<file path="src/rtl/stage_1_arbiter_pkg.sv">
// Shared definitions for the stage_1 arbiter: default widths, FSM encoding,
// requester identity, legacy opcode constants and the round-robin selector.
package stage_1_arbiter_pkg;

    localparam int FLT_DATA_WIDTH_DEF = 32;
    localparam int RES_WIDTH_DEF      = 66;
    localparam int TIMEOUT_DEF        = 255;
    localparam int CNT_WIDTH          = 8;

    typedef enum logic [1:0] {
        OP_CLEAR = 2'd0,
        OP_GO    = 2'd1,
        OP_READ  = 2'd2
    } opcode_e;

    typedef enum logic [2:0] {
        S_IDLE    = 3'b000,
        S_ISSUE   = 3'b001,
        S_WAIT    = 3'b010,
        S_RESPOND = 3'b011
    } arb_state_e;

    typedef enum logic {
        OWNER_A = 1'b0,
        OWNER_B = 1'b1
    } owner_e;

    // On a tie the requester that was not served last wins.
    function automatic owner_e rr_pick(input logic req_a, input logic req_b, input owner_e last);
        owner_e pick;
        if (req_a && req_b) begin
            if (last == OWNER_A) pick = OWNER_B;
            else                 pick = OWNER_A;
        end else if (req_b) begin
            pick = OWNER_B;
        end else begin
            pick = OWNER_A;
        end
        return pick;
    endfunction

endpackage

</file>
<file path="src/rtl/stage_1_arbiter.sv">
// Two-requester round-robin front end for a single shared stage_1 datapath,
// with a completion timeout and a registered result/err hand-back.
//
// state     | meaning
// ----------+-----------------------------------------------------------
// S_IDLE    | no transaction; arbitrate between req_a / req_b
// S_ISSUE   | dp_start high for this one cycle, dp_ops already latched
// S_WAIT    | waiting for dp_done, timeout counter running
// S_RESPOND | done pulse to the owner, last-served pointer updated
module stage_1_arbiter
    import stage_1_arbiter_pkg::*;
#(
    parameter int FLT_DATA_WIDTH = FLT_DATA_WIDTH_DEF,
    parameter int RES_WIDTH      = RES_WIDTH_DEF,
    parameter int TIMEOUT        = TIMEOUT_DEF
) (
    input  logic                        clk,
    input  logic                        rst,
    input  logic                        clk_en,
    input  logic                        req_a,
    input  logic                        req_b,
    input  logic [3*FLT_DATA_WIDTH-1:0] ops_a,
    input  logic [3*FLT_DATA_WIDTH-1:0] ops_b,
    output logic                        done_a,
    output logic                        done_b,
    output logic [RES_WIDTH-1:0]        result,
    output logic                        err,
    output logic                        dp_start,
    output logic [3*FLT_DATA_WIDTH-1:0] dp_ops,
    input  logic                        dp_done,
    input  logic [RES_WIDTH-1:0]        dp_result
);

    localparam logic [CNT_WIDTH-1:0] TO_LAST = CNT_WIDTH'(TIMEOUT - 1);

    arb_state_e           state_q;
    arb_state_e           state_nxt;
    owner_e               owner_q;
    owner_e               last_q;
    owner_e               grant;
    logic [CNT_WIDTH-1:0] cnt_q;
    logic                 any_req;
    logic                 timeout_hit;
    logic                 finish;

    assign any_req     = req_a | req_b;
    assign timeout_hit = (cnt_q == TO_LAST);
    // dp_done wins over a simultaneous timeout
    assign finish      = dp_done | timeout_hit;

    always_comb begin
        grant = rr_pick(req_a, req_b, last_q);
    end

    always_comb begin
        state_nxt = state_q;
        case (state_q)
            S_IDLE:    if (any_req) state_nxt = S_ISSUE;
            S_ISSUE:   state_nxt = S_WAIT;
            S_WAIT:    if (finish) state_nxt = S_RESPOND;
            S_RESPOND: state_nxt = S_IDLE;
            default:   state_nxt = S_IDLE;
        endcase
    end

    always_ff @(posedge clk or posedge rst) begin
        if (rst) begin
            state_q <= S_IDLE;
        end else if (clk_en) begin
            state_q <= state_nxt;
        end
    end

    always_ff @(posedge clk or posedge rst) begin
        if (rst) begin
            owner_q  <= OWNER_A;
            last_q   <= OWNER_A;
            cnt_q    <= '0;
            dp_start <= 1'b0;
            dp_ops   <= '0;
            done_a   <= 1'b0;
            done_b   <= 1'b0;
            result   <= '0;
            err      <= 1'b0;
        end else if (clk_en) begin
            dp_start <= 1'b0;
            done_a   <= 1'b0;
            done_b   <= 1'b0;
            case (state_q)
                S_IDLE: begin
                    if (any_req) begin
                        owner_q  <= grant;
                        dp_ops   <= (grant == OWNER_B) ? ops_b : ops_a;
                        dp_start <= 1'b1;
                    end
                end
                S_ISSUE: begin
                    cnt_q <= '0;
                end
                S_WAIT: begin
                    cnt_q <= cnt_q + CNT_WIDTH'(1);
                    if (dp_done) begin
                        result <= dp_result;
                        err    <= 1'b0;
                    end else if (timeout_hit) begin
                        result <= '0;
                        err    <= 1'b1;
                    end
                    if (finish) begin
                        done_a <= (owner_q == OWNER_A);
                        done_b <= (owner_q == OWNER_B);
                    end
                end
                S_RESPOND: begin
                    last_q <= owner_q;
                end
                default: ;
            endcase
        end
    end

endmodule

</file>
<file path="config.mk">
export PLATFORM = sky130hd
export DESIGN_NAME = stage_1_arbiter
export DESIGN_NICKNAME = d
export VERILOG_FILES = /design/src/rtl/stage_1_arbiter_pkg.sv /design/src/rtl/stage_1_arbiter.sv
export SDC_FILE = /design/constraint.sdc
export NUM_CORES = 1
export LEC_CHECK = 0
export CORE_AREA = 2 2 168 170
export CTS_BUF_LIST = sky130_fd_sc_hd__clkbuf_16
export DETAILED_ROUTE_END_ITERATION = 10
export DIE_AREA = 0 0 170 172
export PLACE_DENSITY_LB_ADDON = 0.12
export SYNTH_ARGS = -nofsm -noshare
export SYNTH_HDL_FRONTEND = slang
export SYNTH_SLANG_ARGS = --single-unit
</file>
<file path="constraint.sdc">
create_clock -name clk -period 6.8 [get_ports clk]
set_clock_uncertainty 0.2 [all_clocks]
set_input_delay 1.7 -clock clk [delete_from_list [all_inputs] [get_ports clk]]
set_output_delay 1.7 -clock clk [all_outputs]
set_load 0.005 [all_outputs]
</file>
==> impl_results.md <==
* H-tree depth at 4
* Initial antenna violation count at 0
* # hold bufs at CTS at 0
* CP Class: in -> reg
* Grt ovf at 0
* RD Place Congestion at 0.738
* Fmax at 0.272 GHz
* Dpl cells at 1382
* # fillers at 2590
* Clk_lat worst skew at 0.42 ns
* WL/cell at 17.9 um
* Die Ht at 172 um
* Final Instance Count excl. Fillers at 1414
* Final Cycle Share at 54.0%
* TritonCTS clock tree: yes
* Seq/Total Area, Yosys at 59.2%
* Yosys warning count at 0
* Critical-path top delay cell: clkdlybuf4s50_1
* First-pass GRT wire length at 37.0 mm
* Leak at 5.60 nW
* Vias in the first global route at 6270
* Crit path DAT at 3.82 ns
* Vias/cell at 4.54
* Worst Setup End Kind: register
* Worst EP required at 6.95 ns
* Top-Level Pins at 430
* Slew @ Worst Pin at 0.891 ns
* Row cnt at 61
* Synth cell types at 32
* Routed Antenna Nets at 0
* Detailed placer's ending HPWL at 18.2 mm
* # port buffers at 429
* CP cell instances: clkdlybuf4s50_1, and3_2, buf_4, a22o_1
* Vias at 6425
* Initial Utilization at 27.4%
* Final WL at 25.3 mm
* Post-synth EDFFs at 0
* Core area at 27500 um^2
* Pins Over Slew Limit at 0
* Final total negative setup slack at 0 ns
* Top_reg_cell synth: dfrtp_1
* Share of layout cells above drive strength 1 at 4.21%
* Outcome: completed
* Diodes inserted at 0
* Min-Delay Path Class: reg -> reg
* Fin crit period at 3.67 ns
* Synthesized area at 7520 um^2
* Synth Instances at 651
* Width of the chip at 170 um
* Commonest cells after routing, fill and taps aside: clkdlybuf4s50_1 (429), dfrtp_1 (178), nand2_1 (105)
* Final setup fails at 0
* Num CTS Buffers at 17
* Hold_ws at 0.261 ns
* Peak supply drop at 0.000190 V
* Power, Total at 4.67 mW
* Slew margin rel. at 40.6%
* Fin nets at 1324
* Clock buffer depth at 2
* Buf/Inv on CP at 2
* Post-CTS setup buffer count at 0
* All-Layer GR Usage at 16.8%
* Final Util at 46.1%
* Largest net degree at the start of global routing at 195
* Drt first pass iters at 4
* Worst-path maximum fanout at 44
* # resized after CTS at 0
* Worst-path clk slew at 0.08 ns
* Worst setup SP type: primary input
* Die Area at 29200 um^2
* Asr flop ratio synth at 100%
* DRC errors left at 0
* Fin. Hold Viols at 0
* Initial DRC count at 375
* Critical Path Max Stage Delay at 0.79 ns
* RSZ-0062 raised after global routing: no
* Clk root buf: clkbuf_16
* Clock sink count at 178
* Max cap viols at 0
* Most common cell after layout, fill and taps aside: clkdlybuf4s50_1
* Area growth, synth to finish at 68.3%
* Top Family by Delay on Critical Path: buffers and inverters
* Synthesized area per cell at 11.5 um^2
* Syn Nets at 920
* Power Density at 369 nW/um^2
* Synth Register Bits at 178
==> synth_stat cells, drive strengths merged (3+ instances only) <==
| library cell | number | area, um^2 |
|---|---|---|
| ha | 5 | 62.6 |
| nor2 | 7 | 26.3 |
| a22o | 66 | 578 |
| dfrtp | 178 | 4450 |
| o31ai | 3 | 22.5 |
| o21ai | 103 | 516 |
| nand2 | 106 | 400 |
| inv | 10 | 37.5 |
| clkbuf | 19 | 71.3 |
| mux2i | 97 | 971 |
| nand3 | 6 | 35.0 |
| buf | 30 | 181 |
==> logic make-up after synthesis <==
group / synth area share (%)
compound gates: 15.9
flops: 59.2
simple gates: 6.69
mux: 13.2
buf+inv: 3.86
fa+ha+maj: 0.832
xor+xnor: 0.233
==> layer usage <==
| layer | vias to the layer above | GRT usage, % | part of all wire, % |
|---|---|---|---|
| met5 | - | 0 | 0 |
| met1 | 3013 | 18.6 | 38 |
| met2 | 279 | 29.1 | 49 |
| met4 | 0 | 4.16 | 1.3 |
| li1 | 3112 | - | - |
| met3 | 21 | 7.92 | 11 |
==> cell type report <==
class	instances	area, um^2	area share (%)
inverters	10	42.5	0.336
well taps	346	433	3.42
repair buffers	434	4370	34.5
clock inverters	15	146	1.16
clock buffers	17	425	3.36
multi-input cells	414	2790	22.0
flip-flops and latches	178	4450	35.2
==> worst register-to-register path, stage by stage (launching register included) <==
cell	delay (ns)
dfrtp_1	0.39
inv_1	0.10
ha_1	0.38
and3_2	0.56
buf_4	0.51
a22o_1	0.25
==> flip-flops by register name (all words and copies together), names as in the netlist, 2 cells and up <==
| name | count |
|---|---|
| state_q | 2 |
| cnt_q | 8 |
| result | 66 |
| dp_ops | 96 |
==> where the power goes <==
part / leakage, nW / switching [mW] / internal, mW
clock network: 0.274 / 0.476 / 0.487
logic: 3.08 / 0.727 / 1.20
registers: 2.24 / 0.261 / 1.52
total: 5.60 / 1.46 / 3.21
==> metrics by stage <==
step,setup slack (ns),cell area (um^2)
2_1_floorplan,0.0697,7520
4_1_cts,3.14,12700
3_3_place_gp,2.73,12100
5_1_grt,3.05,12700
6_report,3.13,12700
3_5_place_dp,2.70,12100
==> path summary, 6_finish.rpt <==
path | slack (ns) | to | cells past startpoint | from
worst max register to register | 4.34 | result[36] | 5 | state_q[0]
worst min register to register | 0.26 | done_a | 1 | owner_q
min in group asynchronous | 1.63 | result[3] | 2 | rst
worst min-delay path | 0.26 | done_a | 1 | owner_q
worst max-delay path | 3.13 | result[36] | 4 | clk_en
max in group asynchronous | 3.72 | result[26] | 3 | rst
No activity file was read; power rests on OpenSTA's default activity.
==> patch 1 (config.mk and constraints unchanged) <==
`FLT_DATA_WIDTH_DEF`: 32 -> 36.
--- a/src/rtl/stage_1_arbiter_pkg.sv
+++ b/src/rtl/stage_1_arbiter_pkg.sv
@@ -4,3 +4,3 @@
 
-    localparam int FLT_DATA_WIDTH_DEF = 32;
+    localparam int FLT_DATA_WIDTH_DEF = 36;
     localparam int RES_WIDTH_DEF      = 66;
Interface: changed (resized dp_ops, ops_a and ops_b); port bits go from 430 to 466. The function was not compared with the original's and may differ.
==> patch 1 against the original RTL <==
Sequential cell count up 12; synthesized cell count up 8.0%; worst setup slack worse by 0.093 ns; synthesized area up 7.2%; non-clock buffer count up 39; sequential share of layout area down 0.26 points; design area up 7.5%; total power up 8.0%; sequential power up 7%; critical path depth unchanged; wire length up 11%; global-route usage up 2.1 points; utilization up 3.5 points.
==> patch 1: results (changes against the original RTL) <==
| Metric | Value |
|---|---|
| Clock Latency Late Sink | 0.43 ns |
| First-pass GRT wire length | 41.50 mm (+12%) |
| Share of layout cells above drive strength 1 | 4.242% (+0.029 points) |
| Drt initial violations | 343 (-8.5%) |
| R2r setup slk | 4.17 ns (-0.17 ns) |
| Tot GR Track Use | 18.81% (+2.1 points) |
| Asr flop ratio synth | 100.0% (unchanged) |
| Max Buffers Root-to-Sink | 2 (unchanged) |
| Root buffer cell | clkbuf_16 |
| Number of port buffers | 465 (+8.4%) |
| Worst-path clk slew | 0.09 ns |
| Vias in the first global route | 7,046 (+12%) |
| Routed WL | 28.22 mm (+11%) |
| Pin count of the biggest net entering global routing | 219 (+12%) |
| Router iterations before antenna repair | 4 (unchanged) |
| RePlAce Congestion | 0.7838 (+6.2%) |
| DPL Wire Length | 20.82 mm (+14%) |
| Hold/Removal Path Class | flip-flop to flip-flop |
| List of most frequent post-synthesis cells | dfrtp_1, nand2_1, o21ai_0 |
| Synth unique cells | 31 (-3.1%) |
| Synth area leaders | dfrtp_1, mux2i_1, a22o_1 |
| Status | finished clean |
| Max H-tree Level | 4 (unchanged) |
| Num CTS Buffers | 17 (unchanged) |
| VDD IR max | 0.1643 mV (-14%) |
| Post-CTS setup repair buffer count | 0 (unchanged) |
| Mapped Nets | 996 (+8.3%) |
| Hold_ws | 0.2784 ns (+0.01762 ns) |
| Top flop regs | dp_ops (108), result (66), cnt_q (8) |
| Slew HR | 31.92% (-8.7 points) |
| Yosys warns | 0 (unchanged) |
| Number of flops mapped to enable cells by yosys | 0 (unchanged) |
| # fillers | 2,563 (-1.0%) |
| Total vias in the final route | 6,890 (+7.2%) |
| PostCTS Resize Cnt | 0 (unchanged) |
| CP max FO | 35 (-20%) |
| Post-synthesis sequential area ratio | 59.02% (-0.23 points) |
| Nets | 1,435 (+8.4%) |
| Leak pwr | 0.006032 uW (+7.8%) |
| Initial antenna violation count | 0 (unchanged) |
| Critical path data arrival time | 3.94 ns (+0.12 ns) |
## patch 1: changes by cell type in the layout (fill, tap and decap cells not counted), moves of 2 or more
| cell | unedited run | this run |
|---|---|---|
| clkdlybuf4s50_1 | 429 | 465 |
| inv_8 | 3 | 1 |
| clkinv_8 | 2 | 6 |
| inv_12 | 0 | 3 |
| o21ai_0 | 95 | 112 |
| o21ai_1 | 8 | 3 |
| nand2_1 | 105 | 117 |
| buf_4 | 2 | 6 |
| dfrtp_1 | 178 | 190 |
| clkinv_4 | 3 | 1 |
| mux2i_1 | 97 | 109 |
## patch 1: final cells by class
class / count / share of cell area, %
repair buffers: 473 / 34.83
inverters: 10 / 0.3034
well taps: 346 / 3.181
flip-flops and latches: 190 / 34.94
clock buffers: 17 / 3.126
clock inverters: 15 / 1.480
multi-input cells: 450 / 22.13
diodes: 1 / 0.01839
## patch 1: stage by stage
| stage | cell area (um^2) | worst slack (ns) | instances | total power (uW) |
|---|---|---|---|---|
| 6_report | 13610 | 3.036 | 1502 | 5051 |
| 3_5_place_dp | 12980 | 2.600 | 1469 | 4046 |
| 5_1_grt | 13610 | 2.938 | 1501 | 5398 |
| 2_1_floorplan | 8060 | 2.452 | 703 | 2645 |
| 4_1_cts | 13610 | 3.054 | 1501 | 5132 |
| 3_3_place_gp | 12980 | 2.633 | 1469 | 4028 |
## patch 1: logic make-up (layout without fill, tap and decap cells)
family | count (synthesis) | in the layout | share of synthesized area [%]
AO/OA/AOI/OAI | 195 | 195 | 15.61
flip-flops | 190 | 190 | 59.02
AND/OR/NAND/NOR | 137 | 137 | 6.802
multiplexers | 111 | 111 | 13.82
buffers and inverters | 63 | 515 | 3.758
adder cells (fa/ha/maj) | 5 | 5 | 0.7765
XOR/XNOR | 2 | 2 | 0.2175
other | 0 | 1 | 0
## patch 1: power by group
group	switching, uW	internal [uW]
Clock	541	511
Combinational	811	1290
Sequential	276	1620
Total	1630	3420
## patch 1: final timing paths
kind | startpoint | endpoint | cells past startpoint
min in group asynchronous | rst | dp_ops[74] | 2
hold / removal | owner_q | done_a | 1
setup / recovery | clk_en | result[37] | 4
setup reg to reg | state_q[0] | result[37] | 5
max in group asynchronous | rst | result[14] | 4
hold reg to reg | owner_q | done_a | 1
## patch 1: metal layers
metal	GRT usage [%]	vias up	part of all wire [%]
li1	-	3356	-
met1	20.83	3266	39
met2	33.82	243	52
met3	7.118	25	8.1
met4	5.240	0	1.6
met5	0	-	0
## patch 1: worst max-delay path, stage by stage
cell	delay, ns
clkdlybuf4s50_1	0.77
and3_2	0.73
buf_4	0.48
a22o_1	0.22
==> patch 2 (config.mk and constraints unchanged) <==
Without the edit above. The 4 states of `arb_state_e` get a one-hot encoding in 4 bits.
--- a/src/rtl/stage_1_arbiter_pkg.sv
+++ b/src/rtl/stage_1_arbiter_pkg.sv
@@ -15,7 +15,7 @@
 
-    typedef enum logic [2:0] {
-        S_IDLE    = 3'b000,
-        S_ISSUE   = 3'b001,
-        S_WAIT    = 3'b010,
-        S_RESPOND = 3'b011
+    typedef enum logic [3:0] {
+        S_IDLE    = 4'b0001,
+        S_ISSUE   = 4'b0010,
+        S_WAIT    = 4'b0100,
+        S_RESPOND = 4'b1000
     } arb_state_e;
Formal check against the unedited RTL: same outputs for any inputs over 4 cycles, from zero or initial values and one cycle with rst high; so few cycles prove little.
==> patch 2 against the original RTL <==
Non-clock buffer count increased by 3; first-iteration DRC count decreased by 9.1%; worst setup slack improved by 0.022 ns; total power decreased by 0.90%; design area increased by 11%; die area unchanged; wire length increased by 14%; sequential cell count increased by 2; synthesized area increased by 18%; register-to-register slack improved by 0.04 ns; critical endpoint is now dp_ops[86]; largest power group unchanged.
==> patch 2: results (changes against the original RTL) <==
| Metric | Value |
|---|---|
| Worst Reg-to-Reg Cells | 4 (-1) |
| WL met1 | 11.90 mm (+22%) |
| R2r setup slk | 4.38 ns (+0.04 ns) |
| Non-clock buffer count | 437 (+0.69%) |
| Critical path data arrival time | 3.76 ns (-0.06 ns) |
| Mapped Nets | 1,037 (+13%) |
| Area grow syn2layout | 58.53% |
| Grt met1 use | 23.46% (+4.9 points) |
| Synth area leaders | dfrtp_1, mux2_2, o211ai_1 |
| Met3 routed WL | 2.418 mm (-13%) |
| Tightest Pin Transition | 1.137 ns (+0.2461 ns) |
| Number of clock sinks | 180 (+1.1%) |
| Post-synthesis sequential area ratio | 50.85% (-8.4 points) |
| Hold_ws | 0.2884 ns (+0.02767 ns) |
| Met2 usage | 33.65% (+4.5 points) |
| CP max FO | 99 (+130%) |
| Leak pwr | 0.005738 uW (+2.5%) |
| Non-CTS inverters | 73 (+63) |
| Drt initial violations | 341 (-9.1%) |
| VDD IR max | 0.1755 mV (-7.7%) |
| Met2 Wirelength | 14.20 mm (+14%) |
| Avg Inst Size Synth | 11.49 um^2 (-0.49%) |
| Reg2Reg Launch Point | state_q[1] |
| R2R Path End | done_a |
| Buffering overhead | 31.17% (-3.3 points) |
| List of most frequent post-synthesis cells | mux2_2, dfrtp_1, o21ai_0 |
| Share of layout cells above drive strength 1 | 20.87% (+17 points) |
| Seq/total area | 32.07% (-3.1 points) |
| First-pass GRT wire length | 44.02 mm (+19%) |
| Vias in the first global route | 7,600 (+21%) |
| Area occupied by multi-input gates | 0.003835 mm^2 (+38%) |
| Placed Instance Area | 0.01343 mm^2 (+11%) |
| Status | finished clean |
| # fillers | 2,484 (-4.1%) |
| RePlAce Congestion | 0.7487 (+1.5%) |
| Pin count of the biggest net entering global routing | 105 (-46%) |
| DPL Wire Length | 20.09 mm (+11%) |
| Synth unique cells | 40 (+25%) |
| Total vias in the final route | 7,445 (+16%) |
| Initial antenna violation count | 1 (+1) |
| Synth Instances | 771 (+18%) |
| Place WS | 2.723 ns (+0.02765 ns) |
| DR WL/cell | 18.85 um (+5.3%) |
| Final WS setup | 3.151 ns (+0.02165 ns) |
| Met3 GRT Util | 6.638% (-1.3 points) |
| CP max stage delay | 0.56 ns (-0.23 ns) |
| Multi-input gate count | 457 (+10%) |
| Ant diodes | 1 (+1) |
| Tot GR Track Use | 19.34% (+2.6 points) |
| Worst min-delay path endpoint | dp_start |
patch 2: cell types whose count changed in the layout (fill, tap and decap cells not counted), moves of 8 or more:
cell / delta
o211ai_1: +64
nand3_1: +63
mux2_2: +192
mux2i_1: -93
nand2_1: -104
a22o_1: -65
inv_1: +63
o21ai_1: -8
o21ai_0: -21
patch 2: critical path: cells and delay by family:
family	cells	cell delay [ns]
buffers and inverters	2	0.99
and+or+nand+nor	2	0.54
muxes	1	0.41
patch 2: cell families after synthesis:
group                    Yosys count  synth area share (%)
multiplexers                     198                 25.11
flip-flops                       180                 50.85
AO/OA/AOI/OAI                    161                 11.58
buffers and inverters            134                 6.269
AND/OR/NAND/NOR                   95                 5.818
adder cells (fa/ha/maj)            2                0.2824
XOR/XNOR                           1               0.09886
patch 2: where the power goes:
part           total, uW  internal (uW)  switching [uW]  leakage [uW]
registers           1660           1450             217       0.00195
clock network       1050            561             489      0.000300
logic               1920           1180             741       0.00348
